$ cat src/rtl/miriscv_prefetch_unit.sv
// miriscv instruction prefetch unit: credit-limited req/gnt/rvalid fetch
// into a small {pc, instr} queue, with stale-response discard on redirect.
module miriscv_prefetch_unit #(
  parameter int XLEN            = 32,
  parameter int FIFO_DEPTH      = 4,
  parameter int MAX_OUTSTANDING = 2
) (
  input  logic            clk_i,
  input  logic            arstn_i,
  input  logic [XLEN-1:0] boot_addr_i,
  output logic            instr_req_o,
  output logic [XLEN-1:0] instr_addr_o,
  input  logic            instr_gnt_i,
  input  logic            instr_rvalid_i,
  input  logic [XLEN-1:0] instr_rdata_i,
  input  logic [XLEN-1:0] cu_pc_bra_i,
  input  logic            cu_stall_f_i,
  input  logic            cu_kill_f_i,
  input  logic            cu_boot_addr_load_en_i,
  output logic [XLEN-1:0] fetched_pc_addr_o,
  output logic [XLEN-1:0] fetched_pc_next_addr_o,
  output logic [31:0]     instr_o,
  output logic            fetch_rvalid_o
);

  localparam int CW = $clog2(FIFO_DEPTH + 1);
  localparam int PW = $clog2(FIFO_DEPTH);
  localparam int AW =
    (MAX_OUTSTANDING > 1) ? $clog2(MAX_OUTSTANDING) : 1;

  localparam logic [CW:0]   DEPTH_C = (CW + 1)'(FIFO_DEPTH);
  localparam logic [CW-1:0] MAXO_C  = CW'(MAX_OUTSTANDING);
  localparam logic [AW-1:0] ALAST   = AW'(MAX_OUTSTANDING - 1);
  localparam logic [CW-1:0] ONE     = CW'(1);

  logic [XLEN-1:0] req_pc_q, req_pc_d;
  logic [CW-1:0]   out_cnt_q, out_cnt_d;
  logic [CW-1:0]   disc_cnt_q, disc_cnt_d;
  logic [CW-1:0]   fifo_cnt_q, fifo_cnt_d;
  logic [PW-1:0]   wr_ptr_q, rd_ptr_q;
  logic [AW-1:0]   aq_wr_q, aq_rd_q;

  logic [XLEN-1:0] pc_mem_q  [FIFO_DEPTH];
  logic [31:0]     ins_mem_q [FIFO_DEPTH];
  logic [XLEN-1:0] aq_mem_q  [MAX_OUTSTANDING];

  logic            redir;
  logic [XLEN-1:0] tgt;
  logic [CW:0]     credit_sum;
  logic            grant;
  logic            drop;
  logic            push;
  logic            pop;

  assign redir = cu_boot_addr_load_en_i | cu_kill_f_i;
  assign tgt   = cu_boot_addr_load_en_i ? boot_addr_i : cu_pc_bra_i;

  assign credit_sum = {1'b0, out_cnt_q} + {1'b0, fifo_cnt_q};

  assign instr_req_o = arstn_i & ~redir
                     & (out_cnt_q < MAXO_C)
                     & (credit_sum < DEPTH_C);
  assign instr_addr_o = req_pc_q;

  assign grant = instr_req_o & instr_gnt_i;
  assign drop  = (disc_cnt_q != '0) | redir;
  assign push  = instr_rvalid_i & ~drop;

  assign fetch_rvalid_o = (fifo_cnt_q != '0)
                        & ~cu_stall_f_i & ~redir;
  assign pop = fetch_rvalid_o;

  assign fetched_pc_addr_o      = pc_mem_q[rd_ptr_q];
  assign fetched_pc_next_addr_o = pc_mem_q[rd_ptr_q] + XLEN'(4);
  assign instr_o                = ins_mem_q[rd_ptr_q];

  always_comb begin
    req_pc_d   = req_pc_q;
    out_cnt_d  = out_cnt_q;
    disc_cnt_d = disc_cnt_q;
    fifo_cnt_d = fifo_cnt_q;
    // grant is already masked by redirect, so out_cnt needs no special case
    if (grant)          out_cnt_d = out_cnt_d + ONE;
    if (instr_rvalid_i) out_cnt_d = out_cnt_d - ONE;
    if (redir) begin
      req_pc_d   = tgt;
      disc_cnt_d = out_cnt_d;
      fifo_cnt_d = '0;
    end else begin
      if (grant) req_pc_d = req_pc_q + XLEN'(4);
      if (instr_rvalid_i && disc_cnt_q != '0)
        disc_cnt_d = disc_cnt_q - ONE;
      if (push) fifo_cnt_d = fifo_cnt_d + ONE;
      if (pop)  fifo_cnt_d = fifo_cnt_d - ONE;
    end
  end

  always_ff @(posedge clk_i or negedge arstn_i) begin
    if (!arstn_i) begin
      req_pc_q   <= '0;
      out_cnt_q  <= '0;
      disc_cnt_q <= '0;
      fifo_cnt_q <= '0;
    end else begin
      req_pc_q   <= req_pc_d;
      out_cnt_q  <= out_cnt_d;
      disc_cnt_q <= disc_cnt_d;
      fifo_cnt_q <= fifo_cnt_d;
    end
  end

  always_ff @(posedge clk_i or negedge arstn_i) begin
    if (!arstn_i) begin
      wr_ptr_q <= '0;
      rd_ptr_q <= '0;
      for (int i = 0; i < FIFO_DEPTH; i++) begin
        pc_mem_q[i]  <= '0;
        ins_mem_q[i] <= '0;
      end
    end else if (redir) begin
      wr_ptr_q <= '0;
      rd_ptr_q <= '0;
    end else begin
      if (push) begin
        pc_mem_q[wr_ptr_q]  <= aq_mem_q[aq_rd_q];
        ins_mem_q[wr_ptr_q] <= instr_rdata_i;
        wr_ptr_q            <= wr_ptr_q + PW'(1);
      end
      if (pop) rd_ptr_q <= rd_ptr_q + PW'(1);
    end
  end

  // Issued-address queue: one entry per outstanding request, stale or not
  always_ff @(posedge clk_i or negedge arstn_i) begin
    if (!arstn_i) begin
      aq_wr_q <= '0;
      aq_rd_q <= '0;
      for (int i = 0; i < MAX_OUTSTANDING; i++)
        aq_mem_q[i] <= '0;
    end else begin
      if (grant) begin
        aq_mem_q[aq_wr_q] <= req_pc_q;
        aq_wr_q <= (aq_wr_q == ALAST) ? '0 : aq_wr_q + AW'(1);
      end
      if (instr_rvalid_i)
        aq_rd_q <= (aq_rd_q == ALAST) ? '0 : aq_rd_q + AW'(1);
    end
  end

endmodule
$ cat config.mk
export PLATFORM = sky130hd
export DESIGN_NAME = miriscv_prefetch_unit
export DESIGN_NICKNAME = d
export VERILOG_FILES = /design/src/rtl/miriscv_prefetch_unit.sv
export SDC_FILE = /design/constraint.sdc
export NUM_CORES = 1
export LEC_CHECK = 0
export BUFFER_PORTS_ARGS = -buffer_cell sky130_fd_sc_hd__buf_4
export CORE_MARGIN = 5
export CORE_UTILIZATION = 60
export DETAILED_ROUTE_END_ITERATION = 6
export PLACE_DENSITY = 0.83
export SLEW_MARGIN = 20
export SYNTH_ARGS = -nofsm -noshare
export SYNTH_HDL_FRONTEND = slang
export SYNTH_SLANG_ARGS = --single-unit
$ cat constraint.sdc
create_clock -name clk_i -period 5.72 [get_ports clk_i]
set_input_delay 0.286 -clock clk_i [delete_from_list [all_inputs] [get_ports clk_i]]
set_output_delay 0.286 -clock clk_i [all_outputs]
set_load 0.02 [all_outputs]
Word level (Yosys, flattened, before mapping)
Cells that the tools add are included.
{ "op_classes": {"addsub": 12, "n_lt_le_gt_ge": 8, "mux": 33, "n_bitwise": 16, "n_reduce_logical": 10} }
{ "ops": {"columns": ["cell", "count"], "rows": [
  ["two-way mux 32 bit", 12],
  ["bitwise mux 128 bit", 2],
  ["binary-select mux 32 bit (select 2 bit)", 2],
  ["adder 32 x 3 -> 32 bit (second input constant)", 2],
  ["bitwise mux 64 bit", 1],
  ["demux 32 bit (select 2 bit)", 1],
  ["demux 32 bit (select 1 bit)", 1],
  ["two-way mux 3 bit", 8],
  ["subtractor 3 x 1 -> 3 bit (second input constant)", 3],
  ["two-way mux 2 bit", 4],
  ["nonzero test 2 bit", 4],
  ["AND 1 bit", 7],
  ["adder 3 x 1 -> 3 bit (second input constant)", 2],
  [">= comparator 3 bit (second input constant)", 2],
  ["NOT 2 -> 3 bit", 2],
  ["nonzero test 3 bit", 2],
  ["adder 2 x 1 -> 2 bit (second input constant)", 2],
  ["adder 3 x 3 -> 4 bit", 1],
  [">= comparator 2 bit (second input constant)", 2],
  ["< comparator 4 x 3 -> 1 bit (second input constant)", 1],
  ["NOT 1 -> 2 bit", 2],
  ["logical AND 1 bit", 3],
  ["< comparator 3 x 1 -> 1 bit (second input constant)", 1],
  ["< comparator 3 x 2 -> 1 bit (second input constant)", 1],
  ["6 further kinds", 11]
]} }
{ "word_totals": {"ff_bits": 367, "input_bits": 103, "output_inout_bits": 130, "wordCells": 97} }

Longest topological paths before layout
{ "depth": {"ltp_word": 10, "mapped_depth": 9} }

Worst setup path before layout
Ideal clock, no wire load.
{ "synth_timing": {"kind": "register to output", "startpoint": "register rd_ptr_q[0]", "endpoint": "output fetched_pc_next_addr_o[28]", "t_arrival_ns": 2.289, "required_ns": 5.434, "slack_ns": 3.145, "path_stages_with_launch": 8, "path_buffers": 1, "path_cell_list": "dfrtp_1 > buf_6 > mux4_2 > ha_1 > nand4_1 > nor4_4 > nand4_1 > xnor2_1"} }
{ "synth_between": {"elab_chain_len": 5} }
{ "synth_lines": {"columns": ["element", "line", "text"], "rows": [
  ["start, declared", "40", "logic [PW-1:0] wr_ptr_q, rd_ptr_q;"],
  ["start signal, assigned", "129", "if (pop) rd_ptr_q <= rd_ptr_q + PW'(1);"],
  ["NOT 2 -> 3 bit", null, null],
  ["binary-select mux 32 bit (select 2 bit)", null, null],
  ["two-way mux 32 bit (2 in series)", null, null],
  ["net fetched_pc_addr_o[2]", "20", "output logic [XLEN-1:0] fetched_pc_addr_o,"],
  ["adder 32 x 3 -> 32 bit", "74", "assign fetched_pc_next_addr_o = pc_mem_q[rd_ptr_q] + XLEN'(4);"],
  ["end, declared", "21", "output logic [XLEN-1:0] fetched_pc_next_addr_o,"]
]} }
The timed path passes the listed nets, and every way through them passes these cells. The select of a mux whose other input is x is not followed.

Final worst setup path
{ "layout_timing": {"startpoint": "register rd_ptr_q[0]", "endpoint": "output fetched_pc_next_addr_o[30]"} }
{ "layout_between": {"elab_chain_len": 5} }
{ "layout_lines": {"columns": ["element", "line"], "rows": [
  ["NOT 2 -> 3 bit (implied by the code)", "74"],
  ["binary-select mux 32 bit (select 2 bit)", "74"],
  ["two-way mux 32 bit (implied by the code) (2 in series)", "74"],
  ["adder 32 x 3 -> 32 bit", "74"]
]} }
Every way passes these cells. The select of a mux whose other input is x is not followed.

==> results.txt <==
- The run finished with clean final reports.
* Number of unique standard cell types used by synthesis: 59
- The placed instances occupy a cell area of 19000 sq um.
- Number of enable flip-flop cells after synthesis: 0
- R2R setup slack: 2.98 ns
- Number of I/O pins: 233
* Class of the worst hold path: in2reg
- During synthesis, Yosys emitted a total of 0 warnings.
- Data required time of the worst path: 5.43 ns
- Maximum clock frequency: 249 MHz
* Total of max-cap violations: 0
- Power density cells: 358 nW/um^2
- Crit path DAT: around 3.7 ns
- For this run, design rule violations remaining after detail routing come to 0.
* CTS root buf: sky130_fd_sc_hd__clkbuf_16
* Fraction of final layout cells with drive strength greater than 1: between 30% and 40%
- Number of max-slew violations in the final report: 0
- Via count of the first global-routing pass: 12700
* Sum of net half-perimeters after detailed placement: about 27000 um
- The worst register-to-register path begins at out_cnt_q[2].
- Setup WS pre-CTS: 2.23 ns
- Counting every net in the synthesized netlist gives between 1000 and 1500.
* DR iter-0 viols: around 920
- Counting I/O delays and the setup requirement, the final critical path takes 4.01 ns.
* Count of inserted antenna diode cells: 0
- Counting tap cells, the placed design contains a total of ~1900 instances.
* Sequential-to-total area share from yosys stat: between 50% and 60%
* Endpoint of the worst register-to-register path: aq_mem_q[40]
* Number of post-CTS setup repair buffers: 0
- STA classifies the critical path endpoint as a primary output.
- In this run the worst path has a maximum fanout of 47.
- Power Internal: 5.15 mW
- Max clock buf depth: 3
- Wire length of the first global-routing pass: 66700 um
* Cells after Synth: 1371
- The worst path uses 70.1% of the clock period.
* Htree depth: 2
- Setup violations remaining at the end of the flow were counted as 0.
- Inserted Clock Buffers: 38
- The worst hold path passes through 2 cells.
- Dividing the detail-routed via count by the number of cells gives roughly 6.0.
* Total Neg Setup Slack: 0 ns
* Max rail drop VDD: 0.000191 V
- The library cell used most frequently in the layout, excluding fill and tap cells, is sky130_fd_sc_hd__dfrtp_1.
- FFs w/ async S/R, synth: 100%
* Global Route Usage Sum: around a quarter
- Placer congestion estimate: roughly 0.84
- P_sw: about 2.1 mW
- Post-Syn Area per Cell: between 10 and 15 sq um
- Fill cells in the final layout number ~1900.
- Number of nets in the finished design: 1694
- Sequential power share: 43.7%
* Routed wire per std cell: 20.7 um
* Largest clock skew in the final design: 0.0122 ns
- Hold Crit Start: instr_rdata_i[14]
* Die ar.: ~32000 sq um
- TritonCTS built the clock tree.
- The floorplan step defined a core boundary enclosing 27900 sq um.
- For this configuration, the core starts out at a cell density of 60.9%.
- Entering global routing, the biggest net connects roughly 180 pins.
- The worst setup path is of the reg2out kind.
- Wire length reported by the detailed router: between 40000 and 50000 um
- Overall power of the completed layout: between 7 and 8 mW
- Startpoint types: register
- Overall die height: 178 um
* Global route total overflow: 0
- For this design the static power due to leakage is 9.63 nW.
- During placement, the flow inserted port buffers numbering 232.
- In this run the biggest area consumer among cell types represents 54.0% of the synthesized area.
- Hold violation total from the final report: 0
- Number of antenna violations at the first check in global routing: 0
* Share of total power in the clock network: 33.7%
* Transition time at the pin with the least slew margin: 1.16 ns
- Ranking of synthesized cells by area: sky130_fd_sc_hd__dfrtp_1 54%, sky130_fd_sc_hd__mux2_2 12%, sky130_fd_sc_hd__mux4_2 8.3%, sky130_fd_sc_hd__o21ai_0 4.6%, sky130_fd_sc_hd__nand2_1 3.9%
- After layout, the worst setup slack is 1.71 ns.
- Combinational logic burns 22.6% of the power.
- FF+latch count, synth: 367
- Area delta synth->final: 19.3%
* Number of cells on the worst reg-to-reg path: 6
- Cell area after synthesis: around 17000 sq um
- The finished layout holds 1981 standard cells, fillers aside.
- Clock latency reported for the late side of the worst-skew pair: 0.52 ns
* First drt pass iteration count: 6
- Sw Ratio: 29.0%
- Buffers inserted to repair hold after CTS numbered 5.
- Clock tree sinks: 367
* Tightest slew margin relative to the limit: 22.8%
- Summing all non-filler instances in the final layout gives an area of just over 20000 sq um.
- The final route contains 12000 vias.
- Of all cell types, the one taking the most synthesized area is sky130_fd_sc_hd__dfrtp_1.
* Count of instances resized after the clock tree is built: 0
* Rows: 61
- After clock tree synthesis, the clock-pin slew on the worst setup and hold paths is 0.06 ns.
* Synth Flop Type: sky130_fd_sc_hd__dfrtp_1
* Most frequent cells in the layout: 364 x sky130_fd_sc_hd__dfrtp_1, 243 x sky130_fd_sc_hd__buf_4, 188 x sky130_fd_sc_hd__mux2_2, 173 x sky130_fd_sc_hd__nand2_1, 155 x sky130_fd_sc_hd__o21ai_0
- Number of nets with antenna violations after detailed routing: 0
- Measured along the x axis, the die boundary spans 178 um.
- Endpoint of the worst hold-timing path: ins_mem_q[110]
* RSZ-0062 raised after global routing: false
worst max-delay path by stage:
stage	from	end	slack (ns)	depth (start not counted)
floorplan	rd_ptr_q[0]	fetched_pc_next_addr_o[28]	3.14	7
global placement	rd_ptr_q[0]	fetched_pc_next_addr_o[30]	2.29	7
detailed placement	rd_ptr_q[0]	fetched_pc_next_addr_o[31]	2.23	6
CTS	rd_ptr_q[0]	fetched_pc_next_addr_o[31]	1.67	6
global route	rd_ptr_q[0]	fetched_pc_next_addr_o[30]	1.47	7
finish	rd_ptr_q[0]	fetched_pc_next_addr_o[30]	1.71	7
cell type report:
cell class	count	area, sq um	share of cell area (%)
sequential	367	9190	45.3
multi-input combinational	902	7420	36.6
timing repair buffer	250	1910	9.40
clock buffer	51	1080	5.32
tap	378	473	2.33
clock inverter	16	165	0.813
inverter	17	63.8	0.314
critical path, cell delays in order, from the launching register on:
cell                      delay (ns)
sky130_fd_sc_hd__dfrtp_4        1.05
sky130_fd_sc_hd__mux4_2         0.47
sky130_fd_sc_hd__ha_1           0.26
sky130_fd_sc_hd__nand4_1        0.27
sky130_fd_sc_hd__nor4_4         0.54
sky130_fd_sc_hd__nand3_1        0.19
sky130_fd_sc_hd__xnor2_1        0.24
sky130_fd_sc_hd__buf_4          0.19
sequential cells by signal, indices dropped and copies added, names as in the netlist:
register	flops
aq_mem_q	64
aq_rd_q	1
aq_wr_q	1
disc_cnt_q	3
fifo_cnt_q	3
ins_mem_q	128
instr_addr_o	32
out_cnt_q	3
pc_mem_q	128
rd_ptr_q	2
wr_ptr_q	2
synth_stat cells (7+ instances only):
master	number
sky130_fd_sc_hd__a22oi_1	14
sky130_fd_sc_hd__and4_1	7
sky130_fd_sc_hd__inv_1	16
sky130_fd_sc_hd__o22ai_1	8
sky130_fd_sc_hd__mux4_2	63
sky130_fd_sc_hd__ha_1	15
sky130_fd_sc_hd__a21oi_1	37
sky130_fd_sc_hd__dfrtp_1	367
sky130_fd_sc_hd__o21ai_0	155
sky130_fd_sc_hd__and3_1	10
sky130_fd_sc_hd__xnor2_1	30
sky130_fd_sc_hd__buf_2	30
sky130_fd_sc_hd__nor2_1	29
sky130_fd_sc_hd__mux2i_1	39
sky130_fd_sc_hd__clkbuf_1	45
sky130_fd_sc_hd__and2_1	7
sky130_fd_sc_hd__nand3_1	26
sky130_fd_sc_hd__mux2_2	188
sky130_fd_sc_hd__nand2_1	177
sky130_fd_sc_hd__xor2_1	18
sky130_fd_sc_hd__nand4_1	13
through the flow:
| step | hold WS [ns] | utilization (%) |
|---|---|---|
| 4_1_cts | 0.00834 | 72.7 |
| 2_1_floorplan | -0.00959 | - |
| 6_report | 0.0282 | 72.7 |
| 3_5_place_dp | 0.272 | 68.1 |
| 3_3_place_gp | 0.269 | 68.1 |
| 5_1_grt | 0.0165 | 72.7 |
power groups by stage:
| stage | Combinational, mW | Sequential [mW] | Clock [mW] |
|---|---|---|---|
| 2_1_floorplan | 1.03 | 3.11 | 0 |
| 3_3_place_gp | 1.58 | 3.19 | 0 |
| 3_5_place_dp | 1.63 | 3.21 | 0 |
| 4_1_cts | 1.65 | 3.17 | 2.48 |
| 5_1_grt | 1.76 | 3.22 | 2.59 |
| 6_report | 1.64 | 3.17 | 2.45 |
logic make-up after synthesis:
family	synth area share (%)
XOR/XNOR	2.60
adder cells (fa/ha/maj)	1.10
AO/OA/AOI/OAI	7.98
flip-flops	54.0
multiplexers	23.5
buffers and inverters	2.62
AND/OR/NAND/NOR	8.26
routing by layer:
| layer | vias to the layer above | routed length, um | share of wire, % | track usage, % |
|---|---|---|---|---|
| met5 | - | 0 | 0 | 0 |
| met4 | 0 | 1050 | 2.6 | 7.45 |
| met3 | 79 | 2910 | 7.1 | 5.11 |
| met2 | 482 | 20100 | 49 | 43.7 |
| met1 | 6047 | 16900 | 41 | 35.9 |
| li1 | 5360 | - | - | - |
Power figures use the tool's default switching activity.
